$ cat config.mk
export PLATFORM = sky130hd
export DESIGN_NAME = note_sequencer_flat
export DESIGN_NICKNAME = d
export VERILOG_FILES = /design/src/rtl/note_sequencer_pkg.sv /design/src/rtl/note_sequencer_if.sv /design/src/rtl/note_sequencer_tick_prescaler.sv /design/src/rtl/note_sequencer.sv /design/src/flat_wrapper.sv
export SDC_FILE = /design/constraint.sdc
export NUM_CORES = 1
export LEC_CHECK = 0
export CORE_AREA = 2 2 207 209
export DETAILED_ROUTE_END_ITERATION = 12
export DIE_AREA = 0 0 209 211
export SLEW_MARGIN = 30
export SYNTH_ARGS = -nofsm -noshare
export SYNTH_HDL_FRONTEND = slang
export SYNTH_HIERARCHICAL = 1
export SYNTH_SLANG_ARGS = --single-unit
export TNS_END_PERCENT = 50
$ cat constraint.sdc
create_clock -name clk -period 4 [get_ports clk]
set_clock_uncertainty 0.1 [all_clocks]
set_input_delay 0.6 -clock clk [delete_from_list [all_inputs] [get_ports clk]]
set_output_delay 0.6 -clock clk [all_outputs]
set_load 0.01 [all_outputs]
$ cat src/rtl/note_sequencer_pkg.sv
// Shared types, widths and note-word field helpers for the note sequencer.
package note_pkg;

   localparam int NUM_NOTES = 32;
   localparam int WORD_W    = 16;
   localparam int NOTE_W    = 8;
   localparam int DUR_W     = 8;
   localparam int IDX_W     = 5;
   localparam int TICK_W    = 24;

   localparam logic [IDX_W-1:0] LAST_IDX = 5'd31;

   typedef enum logic [1:0] {
      ST_IDLE = 2'd0,
      ST_LOAD = 2'd1,
      ST_PLAY = 2'd2,
      ST_DONE = 2'd3
   } seq_state_t;

   function automatic logic [NOTE_W-1:0] note_field(input logic [WORD_W-1:0] word);
      return word[15:8];
   endfunction

   function automatic logic [DUR_W-1:0] dur_field(input logic [WORD_W-1:0] word);
      return word[7:0];
   endfunction

endpackage

$ cat src/rtl/note_sequencer_if.sv
// Bundle of note-table, control and playback status signals of the sequencer.
interface note_sequencer_if;
   import note_pkg::*;

   logic [WORD_W-1:0] notes [0:NUM_NOTES-1];
   logic              notes_valid;
   logic              start;
   logic              pause;
   logic [NOTE_W-1:0] note_num;
   logic              note_on;
   logic              note_strobe;
   logic [IDX_W-1:0]  note_index;
   logic              busy;
   logic              song_done;

   modport master (
      output notes, notes_valid, start, pause,
      input  note_num, note_on, note_strobe, note_index, busy, song_done
   );

   modport slave (
      input  notes, notes_valid, start, pause,
      output note_num, note_on, note_strobe, note_index, busy, song_done
   );

endinterface

$ cat src/rtl/note_sequencer_tick_prescaler.sv
// Duration prescaler: pulses tick on the last cycle of every TICK_CYCLES
// enabled cycles; holds its count while enable is low.
module tick_prescaler
   import note_pkg::*;
#(
   parameter int TICK_CYCLES = 1_500_000
) (
   input  logic clk,
   input  logic reset,
   input  logic clear,
   input  logic enable,
   output logic tick
);

   localparam logic [TICK_W-1:0] TICK_LAST = TICK_W'(TICK_CYCLES - 1);

   logic [TICK_W-1:0] count_r;

   assign tick = enable && (count_r == TICK_LAST);

   // Cycle counter within the current tick
   always_ff @(posedge clk or negedge reset) begin
      if (!reset) begin
         count_r <= {TICK_W{1'b0}};
      end else if (clear) begin
         count_r <= {TICK_W{1'b0}};
      end else if (enable) begin
         count_r <= tick ? {TICK_W{1'b0}} : count_r + 24'd1;
      end
   end

endmodule

$ cat src/rtl/note_sequencer.sv
// Note sequencer: walks a 32-entry note table from index 0, sounding each note
// for its duration in prescaled ticks until an end marker or the last entry.
module note_sequencer
   import note_pkg::*;
#(
   parameter int TICK_CYCLES = 1_500_000
) (
   input  logic           clk,
   input  logic           reset,
   note_sequencer_if.slave bus
);

   seq_state_t        state_r;
   logic              start_r;
   logic              run_r;
   logic [DUR_W-1:0]  remaining_r;
   logic [IDX_W-1:0]  index_r;
   logic [NOTE_W-1:0] note_num_r;
   logic              note_on_r;
   logic              strobe_r;
   logic              busy_r;
   logic              done_r;

   logic [WORD_W-1:0] word_s;
   logic              clear_s;
   logic              enable_s;
   logic              tick_s;

   // Current table word and prescaler controls; run_r is the pause state as
   // seen by note_on, so counted cycles and sounding cycles always agree.
   always_comb begin
      word_s   = bus.notes[index_r];
      clear_s  = (state_r != ST_PLAY);
      enable_s = (state_r == ST_PLAY) && run_r;
   end

   tick_prescaler #(
      .TICK_CYCLES (TICK_CYCLES)
   ) u_tick (
      .clk    (clk),
      .reset  (reset),
      .clear  (clear_s),
      .enable (enable_s),
      .tick   (tick_s)
   );

   // Sequencer FSM with all outputs registered alongside the state
   always_ff @(posedge clk or negedge reset) begin
      if (!reset) begin
         state_r     <= ST_IDLE;
         start_r     <= 1'b0;
         run_r       <= 1'b0;
         remaining_r <= {DUR_W{1'b0}};
         index_r     <= {IDX_W{1'b0}};
         note_num_r  <= {NOTE_W{1'b0}};
         note_on_r   <= 1'b0;
         strobe_r    <= 1'b0;
         busy_r      <= 1'b0;
         done_r      <= 1'b0;
      end else begin
         start_r  <= bus.start;
         strobe_r <= 1'b0;
         case (state_r)
            ST_IDLE, ST_DONE: begin
               if (start_r && bus.notes_valid) begin
                  index_r <= {IDX_W{1'b0}};
                  state_r <= ST_LOAD;
                  busy_r  <= 1'b1;
                  done_r  <= 1'b0;
               end
            end
            ST_LOAD: begin
               if (!bus.notes_valid) begin
                  state_r   <= ST_IDLE;
                  busy_r    <= 1'b0;
                  note_on_r <= 1'b0;
                  run_r     <= 1'b0;
               end else if (dur_field(word_s) == 8'd0) begin
                  state_r   <= ST_DONE;
                  busy_r    <= 1'b0;
                  done_r    <= 1'b1;
                  note_on_r <= 1'b0;
                  run_r     <= 1'b0;
               end else begin
                  state_r     <= ST_PLAY;
                  note_num_r  <= note_field(word_s);
                  remaining_r <= dur_field(word_s);
                  strobe_r    <= 1'b1;
                  run_r       <= !bus.pause;
                  note_on_r   <= (note_field(word_s) != 8'd0) && !bus.pause;
               end
            end
            ST_PLAY: begin
               if (!bus.notes_valid) begin
                  state_r   <= ST_IDLE;
                  busy_r    <= 1'b0;
                  note_on_r <= 1'b0;
                  run_r     <= 1'b0;
               end else if (tick_s && (remaining_r == 8'd1)) begin
                  remaining_r <= {DUR_W{1'b0}};
                  note_on_r   <= 1'b0;
                  run_r       <= 1'b0;
                  if (index_r == LAST_IDX) begin
                     state_r <= ST_DONE;
                     busy_r  <= 1'b0;
                     done_r  <= 1'b1;
                  end else begin
                     index_r <= index_r + 5'd1;
                     state_r <= ST_LOAD;
                  end
               end else begin
                  if (tick_s) begin
                     remaining_r <= remaining_r - 8'd1;
                  end
                  run_r     <= !bus.pause;
                  note_on_r <= (note_num_r != 8'd0) && !bus.pause;
               end
            end
            default: begin
               state_r   <= ST_IDLE;
               busy_r    <= 1'b0;
               done_r    <= 1'b0;
               note_on_r <= 1'b0;
               run_r     <= 1'b0;
            end
         endcase
      end
   end

   assign bus.note_num    = note_num_r;
   assign bus.note_on     = note_on_r;
   assign bus.note_strobe = strobe_r;
   assign bus.note_index  = index_r;
   assign bus.busy        = busy_r;
   assign bus.song_done   = done_r;

endmodule

$ cat src/flat_wrapper.sv
// flat-port wrapper written by rule: the top's interface ports become plain ports
module note_sequencer_flat import note_pkg::*;
#(
   parameter int TICK_CYCLES = 1_500_000
)
  (clk, reset, bus_notes, bus_notes_valid, bus_start, bus_pause, bus_note_num, bus_note_on, bus_note_strobe, bus_note_index, bus_busy, bus_song_done);
  note_sequencer_if bus_i ();
  input  logic clk;
  input  logic reset;
  input wire logic [$bits(bus_i.notes)-1:0] bus_notes;
  input wire logic [$bits(bus_i.notes_valid)-1:0] bus_notes_valid;
  input wire logic [$bits(bus_i.start)-1:0] bus_start;
  input wire logic [$bits(bus_i.pause)-1:0] bus_pause;
  output wire logic [$bits(bus_i.note_num)-1:0] bus_note_num;
  output wire logic [$bits(bus_i.note_on)-1:0] bus_note_on;
  output wire logic [$bits(bus_i.note_strobe)-1:0] bus_note_strobe;
  output wire logic [$bits(bus_i.note_index)-1:0] bus_note_index;
  output wire logic [$bits(bus_i.busy)-1:0] bus_busy;
  output wire logic [$bits(bus_i.song_done)-1:0] bus_song_done;
  assign bus_i.notes = {>>{bus_notes}};
  assign bus_i.notes_valid = bus_notes_valid;
  assign bus_i.start = bus_start;
  assign bus_i.pause = bus_pause;
  assign bus_note_num = bus_i.note_num;
  assign bus_note_on = bus_i.note_on;
  assign bus_note_strobe = bus_i.note_strobe;
  assign bus_note_index = bus_i.note_index;
  assign bus_busy = bus_i.busy;
  assign bus_song_done = bus_i.song_done;
  note_sequencer #(.TICK_CYCLES(TICK_CYCLES)) u_core (.clk(clk), .reset(reset), .bus(bus_i));
endmodule
==> results of run 1 <==
==> final cells by class <==
type	count	area, µm²
Multi-Input combinational cell	522	5560
Clock buffer	5	125
Clock inverter	3	28.8
Timing Repair Buffer	554	5580
Fill cell	4260	28400
Sequential cell	53	1330
Antenna cell	7	17.5
Inverter	19	71.3
Tap cell	539	674
==> state kept, by name, indices dropped and copies added, names as in the netlist <==
| signal | count |
|---|---|
| u_core/bus.song_done | 1 |
| u_core/bus.note_index | 5 |
| u_core/bus.note_num | 8 |
| u_core/start_r | 1 |
| u_core/state_r | 2 |
| u_core/remaining_r | 8 |
| u_core/bus.note_strobe | 1 |
| u_core/bus.busy | 1 |
| u_core/run_r | 1 |
| u_core/u_tick/count_r | 24 |
| u_core/bus.note_on | 1 |
==> Yosys cell counts (all sizes together) (10+ instances only) <==
| master | number | area, µm² |
|---|---|---|
| buf | 43 | 314 |
| nor3 | 10 | 55.1 |
| nand2 | 53 | 201 |
| a221oi | 19 | 191 |
| o21ai | 13 | 65.1 |
| clkbuf | 16 | 60.1 |
| dfrtp | 53 | 1330 |
| inv | 18 | 67.6 |
| xnor2 | 10 | 87.6 |
| a21oi | 14 | 73.8 |
| nand3 | 25 | 135 |
| mux2 | 25 | 304 |
| nor2 | 39 | 149 |
| a32o | 11 | 110 |
| mux4 | 108 | 2430 |
| a22oi | 11 | 92.6 |
| mux2i | 60 | 601 |
==> metrics by stage <==
stage               hold slack (ns)  worst slack, ns  cells  area, µm²  util [%]
global placement              0.380            0.587   1687      13200      31.6
finish                        0.226            0.480   1702      13400      32.1
floorplan                     0.204            0.914    653       7320         -
global route                  0.261           0.0542   1701      13400      32.1
detailed placement            0.377            0.527   1687      13200      31.6
CTS                           0.253            0.506   1695      13400      32.0
==> per-layer routing <==
metal | track usage [%] | up-vias | wire, µm
met1 | 22.0 | 4024 | 16300
met5 | 0 | - | 66
met4 | 4.48 | 10 | 849
met3 | 5.17 | 48 | 3260
li1 | - | 3681 | -
met2 | 31.6 | 365 | 20900
==> cells in the final DEF (no fill, tap or decap), types with 8 or more instances in the layout <==
cell type / Yosys / layout
sky130_fd_sc_hd__dfrtp_1: 53 / 51
sky130_fd_sc_hd__nand3_1: 23 / 23
sky130_fd_sc_hd__buf_4: 8 / 14
sky130_fd_sc_hd__nor2_1: 38 / 38
sky130_fd_sc_hd__xnor2_1: 10 / 10
sky130_fd_sc_hd__nor3_1: 9 / 9
sky130_fd_sc_hd__o21ai_0: 12 / 12
sky130_fd_sc_hd__a22oi_1: 9 / 9
sky130_fd_sc_hd__nand2_1: 52 / 52
sky130_fd_sc_hd__a32o_1: 11 / 11
sky130_fd_sc_hd__o2111ai_1: 9 / 9
sky130_fd_sc_hd__mux2i_1: 60 / 60
sky130_fd_sc_hd__mux4_2: 108 / 108
sky130_fd_sc_hd__a221oi_1: 15 / 15
sky130_fd_sc_hd__xor2_1: 8 / 8
sky130_fd_sc_hd__inv_1: 18 / 17
sky130_fd_sc_hd__o22a_1: 8 / 8
sky130_fd_sc_hd__clkdlybuf4s50_1: 0 / 532
sky130_fd_sc_hd__mux2_2: 17 / 17
sky130_fd_sc_hd__a21oi_1: 13 / 13
==> worst paths after layout <==
| check | start | to | slack [ns] | cells past startpoint |
|---|---|---|---|---|
| worst max-delay path | u_core/state_r[0] | u_core/bus.note_index[2] | 0.48 | 14 |
| worst min-delay path | reset | u_core/bus.note_strobe | 0.23 | 1 |
| worst max register to register | u_core/state_r[0] | u_core/bus.note_index[2] | 0.48 | 14 |
| worst min register to register | u_core/bus.busy | u_core/bus.busy | 0.39 | 1 |
| max in group asynchronous | reset | u_core/u_tick/count_r[1] | 2.84 | 2 |
| min in group clk | u_core/bus.busy | u_core/bus.busy | 0.39 | 1 |
==> worst register-to-register path: cells and delay by family, from the launching register on <==
kind	cells	cell delay (ns)
AO/OA/AOI/OAI	2	0.55
XOR/XNOR	1	0.13
adder cells (fa/ha/maj)	1	0.38
buffers and inverters	2	0.23
flip-flops	1	0.40
AND/OR/NAND/NOR	8	1.61
==> report_power, final <==
group / leakage [nW] / internal, mW / switching (mW) / total [mW]
Sequential: 0.693 / 0.655 / 0.162 / 0.817
Combinational: 3.90 / 1.69 / 1.22 / 2.91
Clock: 0.0764 / 0.241 / 0.232 / 0.473
Total: 4.67 / 2.59 / 1.61 / 4.20
==> cell families after synthesis <==
group,after synthesis,share of synthesized area (%)
simple gates,187,13.9
buf+inv,78,6.08
mux,193,45.6
xor+xnor,18,2.15
flops,53,18.1
fa+ha+maj,7,1.20
compound gates,117,13.1
==> impl.org, run 1 <==
** Yosys
- For this run, the number of Yosys warnings is 6.
- Number of synthesized flops with an enable pin :: 0
- Post-Synthesis Cells :: 653
- Summing every instance area after synthesis gives 7320 µm².
- Dividing the synthesized area by the synthesized cell count gives 11.2 µm².
- For this run, the register share of the synthesized area comes to 18.1%.
- The number of nets handed over by synthesis was 1177.
- Fraction of registers with async set or reset after synthesis :: 100%
- Flip-flop cell with the highest count after synthesis :: sky130_fd_sc_hd__dfrtp_1
- The synthesized design contains 53 register bits.
- The netlist uses 77 different library cells.

** Detailed routing
- Drt drc :: 0
- Starting DRT DRC Count :: 502
- Via density :: 4.78
- First-pass iteration count of the detailed router :: 5
- Wire length per cell after detailed routing :: 24.3 µm
- After detailed routing, the total wire length is 41.4 mm.
- Detailed routing inserted a total of 8128 vias.
- In this run the remaining antenna-violating nets after routing total 0.

** STA
- Slew @ Worst Pin :: 0.875 ns
- Final setup fails :: 0
- Setup repair after global routing left no endpoint under its margin.
- Final Hold Violating Endpoints :: 0
- The final-report max-slew violation count came to 0.
- Adding up every negative setup slack in the final design gives 0 ns.
- Final critical path time including I/O delays and setup :: 3.52 ns
- The worst pin sits at a relative slew slack of 41.1%.
- Static timing analysis puts the maximum clock frequency at 284 MHz.
- In the finished design, the share of the clock period the worst path needs comes to 88.0%.

** Job
- Max-cap violations in this run came to 0.

** Finish
- Layout Nets :: 1679
- Signed area change from the synthesized netlist to the final layout :: 82.8%
- Of the cells placed in the final design, the portion with a size suffix greater than 1 is 16.6%.

** Critical path
- The worst setup path is captured at a flop.
- Data arrives at the worst endpoint at 3.62 ns.
- Cell breakdown of the critical path :: inv_1 > ha_1 > and2_1 > nor4b_1 > and3_1 > nand2_2 > clkinv_1 > nor2b_1 > a41o_1 > o21ai_0 > nor2_1 > nand2_1 > xnor2_1 > nor2b_1
- Cell repeated most along the worst path :: sky130_fd_sc_hd__nor2b_1
- Top cell family by delay on the critical path :: simple AND/OR/NAND/NOR gates
- The slowest stage of the critical path is the sky130_fd_sc_hd__dfrtp_1 cell.
- The worst setup path is of the reg2reg kind.
- Of all nets on the critical path, the largest fanout is 11.
- Data required time at the worst endpoint :: 4.10 ns
- Nature of the critical path startpoint :: flop
- Maximum single-stage delay on the critical path :: 0.40 ns
- Buf/Inv on CP :: 2

** Floorplan
- The die is 209 µm wide.
- Floorplan die area :: 44100 µm²
- Initial standard-cell utilization of the core :: 17.5%
- Placeable core region :: 41800 µm²
- During I/O placement, the number of pins put on the boundary was 534.
- Row generation in the floorplan step produced 75 rows.
- The die is 211 µm tall.

** Placement
- In this run the tool buffered the top-level ports with 533 buffer cells.
- Final HPWL from detailed placement :: 36.0 mm
- Final GP Congestion :: 0.967

** Global route
- The first global-routing pass estimated 58.4 mm of wire.
- Global routing used 18.1% of the available tracks across all layers.
- Maximum number of pins on one net before global-route repair :: 60
- Number of antenna violations at the first check in global routing :: 13
- Final global-route overflow total :: 0
- The via count of the first global-routing pass is 8701.

** Clock tree
- The tree is rooted in a sky130_fd_sc_hd__clkbuf_16.
- Total number of clock tree sinks :: 53
- CTS built an H-tree with a depth of 2.
- After clock tree synthesis, the clock-pin slew on the worst setup and hold paths is 0.08 ns.
- TritonCTS built the clock tree.
- Number of buffers inserted during clock tree synthesis :: 5
- After clock tree synthesis, the repair step resized 0 gates.
- Post-CTS Hold Fix Bufs :: 0
- In this run the post-CTS setup repair buffer count came out at 0.
- Clock buffer depth :: 2
- Clk_lat worst skew :: 0.31 ns

** Run status
- The flow ran to the end, and the final reports show no timing, DRC or antenna violations.

** Worst hold path
- The tightest min-delay check is of the in2async type.

** Pwr
- Dividing total power by cell area gives a power density of 314 nW/µm².
- Leakage Power :: 4.67 nW
- Across the VDD grid, the largest voltage drop is 0.000161 V.
- Summing internal, switching and leakage power gives 4.20 mW.
No activity file was read; power rests on OpenSTA's default activity.
==> run 2: changes to the inputs <==
--- a/config.mk
+++ b/config.mk
@@ -5,9 +5,12 @@
 export SDC_FILE = /design/constraint.sdc
 export NUM_CORES = 1
 export LEC_CHECK = 0
-export CORE_AREA = 2 2 207 209
+export CORE_AREA = 2 2 206 208
 export DETAILED_ROUTE_END_ITERATION = 12
-export DIE_AREA = 0 0 209 211
+export DIE_AREA = 0 0 208 210
+export DONT_BUFFER_PORTS = 1
+export RECOVER_POWER = 100
+export SKIP_CTS_REPAIR_TIMING = 1
 export SLEW_MARGIN = 30
 export SYNTH_ARGS = -nofsm -noshare
 export SYNTH_HDL_FRONTEND = slang
==> run 2 against run 1 <==
  * The run now ends with capacitance limit, slew limit left
  * Register-to-register slack worse by 0.19 ns
  * Combinational power down 25%
  * Non-clock buffer count down 533
  * Highest routed layer unchanged
  * Global-route usage down 2.1 points
  * Sequential cell count unchanged
  * Largest power group unchanged
  * Sequential power up 8.4%
  * Power down 16%
==> impl.org, run 2 (same netlist as run 1, synthesis figures left out) <==
** Run status
- Result of the run :: finished with violations (was completed)
- Violated checks :: capacitance limit, slew limit

** Finish
- Most frequent standard cell in the layout excluding fill and tap cells :: sky130_fd_sc_hd__mux4_2 (was sky130_fd_sc_hd__clkdlybuf4s50_1)
- The flip-flop count of the largest register, all copies and words added came to 24 (unchanged).
- Layout Nets :: 1146 (was 1679)
- The final standard cell utilization of the core came to 19.5% (was 32.1%).
- The non-filler instance count after layout was 1191 (was 1702).
- Commonest cells after routing, fill and taps aside :: sky130_fd_sc_hd__mux4_2 (108), sky130_fd_sc_hd__mux2i_1 (60), sky130_fd_sc_hd__nand2_1 (52) (was sky130_fd_sc_hd__clkdlybuf4s50_1 (532), sky130_fd_sc_hd__mux4_2 (108), sky130_fd_sc_hd__mux2i_1 (60))
- The storage element area is 1330 µm² (unchanged).
- Share of final-layout standard cells stronger than drive strength 1 :: 29.4% (was 16.6%)
- The count of filler cells inserted in the layout is 4595 (was 4260).
- Signed area change from the synthesized netlist to the final layout :: 10.2% (was 82.8%)
- Area taken by multi-input logic gates :: 5530 µm² (was 5560 µm²)
- The most flop-heavy register is u_core/u_tick/count_r (unchanged).
- The final non-filler cell area is 8070 µm² (was 13400 µm²).

** Clock tree
- Number of buffers inserted during clock tree synthesis :: 5 (unchanged)
- Clock tree from TritonCTS :: yes (unchanged)
- Clock buffer depth :: 2 (unchanged)
- The clock latency on the worst-skew pair was 0.32 ns (was 0.31 ns).
- Root buf cell :: sky130_fd_sc_hd__clkbuf_16 (unchanged)
- Total number of clock tree sinks :: 53 (unchanged)
- H-tree depth :: 2 (unchanged)
- Clock-pin slew of the registers on the worst-case setup and hold paths :: 0.09 ns (was 0.08 ns)

** STA
- Final critical path time including I/O delays and setup :: 3.71 ns (was 3.52 ns)
- Part of the cycle the worst path needs :: 92.8% (was 88.0%)
- Unrepaired setup endpoints after global routing :: no (unchanged)
- Slew @ Worst Pin :: 1.50 ns (was 0.875 ns)
- Final setup fails :: 0 (unchanged)
- The worst relative slew slack is -0.310% (was 41.1%).
- Final Hold Violating Endpoints :: 0 (unchanged)
- Number of pins exceeding their max-slew limit in the final report :: 17 (was 0)
- The highest clock rate is 269 MHz (was 284 MHz).
- Post-route setup TNS :: 0 ns (unchanged)

** Floorplan
- Floorplan die area :: 43700 µm² (was 44100 µm²)
- The number of rows created at floorplan was 75 (unchanged).
- Die extent in x :: 208 µm (was 209 µm)
- Chip height :: 210 µm (was 211 µm)
- Placeable core region :: 41500 µm² (was 41800 µm²)
- Top-level I/O count :: 534 (unchanged)
- Initial standard-cell utilization of the core :: 17.7% (was 17.5%)

** Detailed routing
- The starting DRC count in detailed routing is 593 (was 502).
- The detailed-route wire length came to 37.4 mm (was 41.4 mm).
- The number of detailed-routing iterations run before antenna repair came to 5 (unchanged).
- The wire length per cell was 31.4 µm (was 24.3 µm).
- Via count :: 6517 (was 8128)
- The detailed-route vias per instance came to 5.47 (was 4.78).
- The remaining antenna violation count was 0 (unchanged).
- Drt drc :: 0 (unchanged)

** Critical path
- Highest net fanout along the worst path :: 34 (was 11)
- Data required time at the worst endpoint :: 4.09 ns (was 4.10 ns)
- Cell breakdown of the critical path: buf_12 > buf_6 > buf_12 > mux4_2 > mux2i_1 > a32o_1 > a221oi_1 > or4_1 > nor2_1 > o21ai_1 (was inv_1 > ha_1 > and2_1 > nor4b_1 > and3_1 > nand2_2 > clkinv_1 > nor2b_1 > a41o_1 > o21ai_0 > nor2_1 > nand2_1 > xnor2_1 > nor2b_1).
- Cell type of the slowest stage on the worst timing path :: sky130_fd_sc_hd__dfrtp_4 (was sky130_fd_sc_hd__dfrtp_1)
- The critical path endpoint category is a flop (unchanged).
- The path type of the worst setup path was reg2reg (unchanged).
- The kind of cell with the highest combined delay on the critical path was buffers and inverters (was simple AND/OR/NAND/NOR gates).
- Nature of the critical path startpoint :: flop (unchanged)
- The arrival time of data at the critical path endpoint is 3.80 ns (was 3.62 ns).
- The buffer and inverter count on the worst path was 3 (was 2).
- Cell repeated most along the worst path :: sky130_fd_sc_hd__buf_12 (was sky130_fd_sc_hd__nor2b_1)
- The delay of the slowest critical-path stage came to 0.70 ns (was 0.40 ns).

** Pwr
- The post-route total power is 3.55 mW (was 4.20 mW).
- Peak supply drop :: 0.000368 V (was 0.000161 V)
- Switching part of the total :: 42.4% (was 38.4%)
- Internal power of the cells :: 2.04 mW (was 2.59 mW)
- Share of total power in combinational logic :: 61.4% (was 69.3%)
- Areal power density over the cells :: 439 nW/µm² (was 314 nW/µm²)
- Net Switching :: 1.50 mW (was 1.61 mW)
- Leakage Power :: 2.58 nW (was 4.67 nW)
- Clock share of power :: 13.6% (was 11.3%)
- The power share of the sequential group is 25.0% (was 19.5%).

** Worst hold path
- Type of the worst min-delay path :: in2async (unchanged)

** Global route
- Maximum number of pins on one net before global-route repair :: 66 (was 60)
- Global Route Usage Sum :: 16.0% (was 18.1%)
- The via count of the first global-routing pass was 6314 (was 8701).
- The wire length of the first global-routing pass came to 49.8 mm (was 58.4 mm).
- Number of antenna violations at the first check in global routing :: 43 (was 13)
- The remaining global-route overflow is 0 (unchanged).

** Placement
- The number of cells after detailed placement was 1153 (was 1687).
- Placed standard-cell area :: 7860 µm² (was 13200 µm²)
- Final HPWL from detailed placement :: 32.3 mm (was 36.0 mm)
- Final GP Congestion :: 1.30 (was 0.967)
- The number of buffer cells added on primary ports came to 0 (was 533).

** Job
- Max-capacitance violation count :: 1 (was 0)
-- run 2: final cells by class --
type | count | share of cell area, %
multi-input cells | 522 | 68.5
flip-flops and latches | 53 | 16.5
well taps | 539 | 8.35
repair buffers | 21 | 2.93
clock buffers | 5 | 1.55
diodes | 29 | 0.899
inverters | 19 | 0.883
clock inverters | 3 | 0.356
-- run 2: worst paths after layout --
kind | start | slack, ns | depth (start not counted) | end
min reg2reg | u_core/remaining_r[7] | 0.41 | 2 | u_core/remaining_r[7]
max | u_core/bus.note_index[0] | 0.29 | 10 | u_core/bus.note_on
min in group clk | bus_start | 0.22 | 0 | u_core/start_r
max reg2reg | u_core/bus.note_index[0] | 0.29 | 10 | u_core/bus.note_on
max in group asynchronous | reset | 3.48 | 1 | u_core/bus.note_index[0]
min | reset | 0.05 | 1 | u_core/bus.note_strobe
-- run 2: per-layer routing --
metal / global-route usage [%] / wire [µm] / vias to the layer above
met2: 25.2 / 17400 / 473
met3: 8.39 / 4450 / 75
met4: 3.23 / 791 / 28
met5: 0 / 225 / -
li1: - / - / 2645
met1: 19.5 / 14600 / 3296
-- run 2: power groups by stage --
stage          sequential [mW]  clock (mW)  combinational (mW)
3_3_place_gp             0.895           0                2.14
2_1_floorplan            0.767           0                1.86
3_5_place_dp             0.902           0                2.17
5_1_grt                  0.906       0.520                2.33
4_1_cts                  0.889       0.498                2.18
6_report                 0.886       0.484                2.18
-- run 2: through the flow --
step | hold slack (ns) | setup WS (ns)
after detailed placement | 0.207 | 0.382
after global routing | 0.0640 | 0.0896
after CTS | -0.133 | 0.355
after floorplan | 0.204 | 0.914
after global placement | 0.206 | 0.387
final | 0.0458 | 0.289
